<file path="config.mk">
export PLATFORM = sky130hd
export DESIGN_NAME = mem_port_arbiter
export DESIGN_NICKNAME = d
export VERILOG_FILES = /design/src/rtl/mem_port_arbiter.sv
export SDC_FILE = /design/constraint.sdc
export NUM_CORES = 1
export LEC_CHECK = 0
export ABC_AREA = 1
export ABC_CLOCK_PERIOD_IN_PS = 1490
export CAP_MARGIN = 40
export CELL_PAD_IN_SITES_DETAIL_PLACEMENT = 0
export CELL_PAD_IN_SITES_GLOBAL_PLACEMENT = 2
export CORE_MARGIN = 1.5
export CORE_UTILIZATION = 10
export DETAILED_ROUTE_END_ITERATION = 8
export GPL_TIMING_DRIVEN = 0
export MAX_ROUTING_LAYER = met4
export PLACE_DENSITY_LB_ADDON = 0.3
export SYNTH_ARGS = -nofsm -noshare
export SYNTH_HDL_FRONTEND = slang
export SYNTH_SLANG_ARGS = --single-unit
</file>
<file path="constraint.sdc">
create_clock -name clk -period 1.49 [get_ports clk]
set_clock_uncertainty 0.1 [all_clocks]
set_input_delay 0.2235 -clock clk [delete_from_list [all_inputs] [get_ports clk]]
set_output_delay 0.2235 -clock clk [all_outputs]
set_load 0.02 [all_outputs]
</file>
<file path="src/rtl/mem_port_arbiter.sv">
// Round-robin arbiter sharing one single-port memory between instruction fetch (port 0)
// and the load/store unit (port 1). One transaction in flight, fixed read latency.
module mem_port_arbiter #(
    parameter int unsigned AW      = 32,
    parameter int unsigned DW      = 32,
    parameter int unsigned MEM_LAT = 1
) (
    input  logic              clk,
    input  logic              rst,

    input  logic              if_req,
    input  logic [AW-1:0]     if_addr,
    output logic              if_gnt,
    output logic              if_rvalid,
    output logic [DW-1:0]     if_rdata,

    input  logic              ls_req,
    input  logic              ls_we,
    input  logic [AW-1:0]     ls_addr,
    input  logic [DW-1:0]     ls_wdata,
    input  logic [DW/8-1:0]   ls_wstrb,
    output logic              ls_gnt,
    output logic              ls_rvalid,
    output logic [DW-1:0]     ls_rdata,

    output logic              mem_req,
    output logic              mem_we,
    output logic [AW-1:0]     mem_addr,
    output logic [DW-1:0]     mem_wdata,
    output logic [DW/8-1:0]   mem_wstrb,
    input  logic [DW-1:0]     mem_rdata,

    output logic              busy
);

    typedef enum logic [0:0] {
        StIdle,
        StBusy
    } state_e;

    localparam logic [3:0] LatCnt = 4'(MEM_LAT);
    localparam logic       PortIf = 1'b0;
    localparam logic       PortLs = 1'b1;

    state_e     state_q, state_d;
    logic       owner_q, owner_d;
    logic       last_q, last_d;
    logic [3:0] cnt_q, cnt_d;

    logic       arb_open;
    logic       grant_if;
    logic       grant_ls;
    logic       done;

    // Arbitration is only open in IDLE and never while reset is held, so a requester
    // cannot see a grant for a command the memory will never execute.
    assign arb_open = (state_q == StIdle) && rst;
    assign grant_if = arb_open && if_req && (!ls_req || (last_q == PortLs));
    assign grant_ls = arb_open && ls_req && (!if_req || (last_q == PortIf));
    assign done     = (state_q == StBusy) && (cnt_q == LatCnt);

    always_ff @(posedge clk or negedge rst) begin
        if (!rst) begin
            state_q <= StIdle;
            owner_q <= PortIf;
            last_q  <= PortIf;
            cnt_q   <= 4'd0;
        end else begin
            state_q <= state_d;
            owner_q <= owner_d;
            last_q  <= last_d;
            cnt_q   <= cnt_d;
        end
    end

    always_comb begin
        state_d = state_q;
        owner_d = owner_q;
        last_d  = last_q;
        cnt_d   = cnt_q;
        case (state_q)
            StIdle: begin
                if (grant_if || grant_ls) begin
                    state_d = StBusy;
                    owner_d = grant_ls;
                    last_d  = grant_ls;
                    cnt_d   = 4'd1;
                end
            end
            StBusy: begin
                if (done) begin
                    state_d = StIdle;
                    cnt_d   = 4'd0;
                end else begin
                    cnt_d   = cnt_q + 4'd1;
                end
            end
            default: begin
                state_d = StIdle;
                cnt_d   = 4'd0;
            end
        endcase
    end

    always_comb begin
        if_gnt    = grant_if;
        ls_gnt    = grant_ls;
        mem_req   = grant_if || grant_ls;
        mem_we    = 1'b0;
        mem_addr  = '0;
        mem_wdata = '0;
        mem_wstrb = '0;
        if (grant_ls) begin
            mem_we    = ls_we;
            mem_addr  = ls_addr;
            mem_wdata = ls_wdata;
            mem_wstrb = ls_wstrb;
        end else if (grant_if) begin
            mem_addr  = if_addr;
        end
        if_rvalid = done && (owner_q == PortIf);
        ls_rvalid = done && (owner_q == PortLs);
        if_rdata  = mem_rdata;
        ls_rdata  = mem_rdata;
        busy      = (state_q == StBusy);
    end

endmodule

</file>
==> results.yml <==
outcome:
  status: "finished, violations left"
  violations: "negative setup slack"
die:
  die_y_um: 135
  core_area_sq_um: 17200
  num_io_pins: 276
  rows: 48
  initial_core_util_pct: 10.1
  dieArea_sq_um: 18200
  dieWidth_um: 135
clocking:
  cts.clk_slew.worst_paths_ns: 0.04
  clk_latency_ns: 0.23
  h-tree-depth: 1
  cts.sinks: 6
  numCtsBuffers: 3
  cts_tree: "yes"
  clockRootBuffer: "clkbuf_16"
  clk_path_buf_depth: 2
synth:
  synthCells: 304
  ys_warn_count: 0
  synth_cell_types: 18
  ys_seq_area_share_pct: 8.61
  postSynthNetCount: 443
  ys_seq_elements: 6
  synth.avg_cell_area_sq_um: 5.73
  synth_area_sq_um: 1740
route:
  vias: 2817
  drc: 0
  drtIter0Drc: 61
  avgViaCountPerCell: 3.53
  postRouteAntennaNets: 0
  wl_um: 9180
  wire_per_inst_um: 11.5
  dr.pass1.iters: 4
timing:
  tightest_slew_ns: 0.451
  setup_viol: 77
  worst_slack_ns: -0.426
  finalCritPeriodShare_pct: 129
  slew_headroom_pct: 69.9
  final_period_minus_worst_setup_slack_ns: 1.92
  grt_setup_unrepaired: "true"
  hold_viol: 0
  max_freq_ghz: 0.522
  drv_slew: 0
grt:
  first_global_vias: 2754
  track_usage_pct: 9.34
  gr-total-overflow: 0
  grt_pass1_wl_um: 13400
  grt_start_max_net_pins: 11
  antenna_found_initial: 1
power_and_ir_drop:
  p_per_area_nw_per_um2: 756
  p_leak_nw: 2.60
  peakVddDrop_mv: 0.342
worst_setup_path:
  cp-end-kind: "primary output"
  reg2reg_slack_ns: -0.03
  crit_type: "reg2out"
  critPathMaxFanout: 8
  cp.arrival_ns: 1.59
  required_ns: 1.17
  start_kind: "flip-flop"
finish:
  final_common_cell: "clkdlybuf4s50_1"
  post-route-util_pct: 32.5
  final_cell_mix: "165 x clkdlybuf4s50_1, 79 x buf_4, 76 x inv_1"
  fillers: 1823
  final_cell_count_no_fill: 799
  area_delta_synth_final_pct: 220
  nets: 713
  layout-drive-gt1-share_pct: 46.2
place:
  place_hpwl_um: 7430
  port_buffers: 242
  placed_cells: 771
  dp_slack_ns: -1.36
  gp_congestion: 0.749
worst_hold_path:
  min_path_type: "in2reg"
job:
  cap_violations: 0
[worst paths after layout]
| check | startpoint | endpoint | depth (start not counted) |
|---|---|---|---|
| max | busy$_DFF_PN0_ | mem_addr[27] | 7 |
| min | ls_req | busy$_DFF_PN0_ | 3 |
| max reg2reg | busy$_DFF_PN0_ | cnt_q[2]$_DFFE_PN0P_ | 11 |
| min reg2reg | last_q$_DFFE_PN0P_ | last_q$_DFFE_PN0P_ | 2 |
| max in group asynchronous | rst | last_q$_DFFE_PN0P_ | 2 |
| min in group asynchronous | rst | cnt_q[3]$_DFFE_PN0P_ | 2 |
[power by group]
part	internal, mW	switching (mW)
logic	1.78	1.66
clock network	0.356	0.0978
registers	0.249	0.0818
[routing by layer]
layer / up-vias / GRT usage [%] / share of wire, %
met4: 0 / 1.97 / 0.65
met5: - / - / 0
met1: 1228 / 10.6 / 38
li1: 1404 / - / -
met2: 181 / 17.2 / 52
met3: 4 / 1.54 / 10
[sequential cells by signal (all words and copies together) (netlist names)]
| signal | flops |
|---|---|
| busy | 1 |
| last_q | 1 |
| cnt_q | 4 |
[synth_stat cells, drive strengths merged]
cell	number	area, sq um
nand3	10	60.1
dfrtp	6	150
buf	75	551
nor2	43	198
o21ai	33	165
inv	80	300
nand2	14	52.6
clkbuf	7	27.5
ha	2	25.0
nand4	33	206
nand3b	1	7.51
[layout make-up]
| class | instances | area, sq um | area share [%] |
|---|---|---|---|
| Antenna cell | 1 | 2.50 | 0.0449 |
| Buffer | 82 | 699 | 12.5 |
| Clock buffer | 4 | 78.8 | 1.41 |
| Inverter | 80 | 308 | 5.52 |
| Multi-Input combinational cell | 136 | 1310 | 23.4 |
| Sequential cell | 6 | 154 | 2.76 |
| Tap cell | 225 | 282 | 5.05 |
| Timing Repair Buffer | 265 | 2750 | 49.3 |
[metrics by stage]
stage | setup TNS (ns) | instance area (sq um) | power, mW | hold WS, ns
floorplan | -4.73 | 2260 | 1.91 | -0.172
global placement | -97.95 | 4960 | 3.08 | 0.419
detailed placement | -95.54 | 4960 | 3.08 | 0.402
CTS | -28.66 | 5330 | 4.00 | 0.423
global route | -30.87 | 5580 | 4.49 | 0.452
finish | -25.93 | 5580 | 4.22 | 0.404
[kinds of logic (layout without fill, tap and decap cells)]
group | count (synthesis) | after routing | share of synthesized area (%)
DFF | 6 | 6 | 8.61
adders and majority gates | 2 | 2 | 1.44
other | 0 | 1 | 0
AOI/OAI and AO/OA | 33 | 33 | 9.48
and+or+nand+nor | 101 | 101 | 30.1
buffers and inverters | 162 | 431 | 50.4
[critical path, cell delays in order, from the launching register on]
cell and delay, ns:
dfrtp_2 0.39, buf_6 0.13, nor2_8 0.13, nand3_4 0.11
buf_12 0.17, clkbuf_16 0.17, o21ai_4 0.12, buf_6 0.13
[repair_timing]
item / 4_1_cts / 5_1_grt
setup buffers: 17 / 4
setup endpoints to repair: 81 / 75
hold endpoints to repair: 6 / 0
gates cloned: 3 / 2
hold buffers: 1 / 0
resized for setup: 430 / 70
pin swaps: 4 / 7
Note: power is estimated with default switching activity, not from simulation.
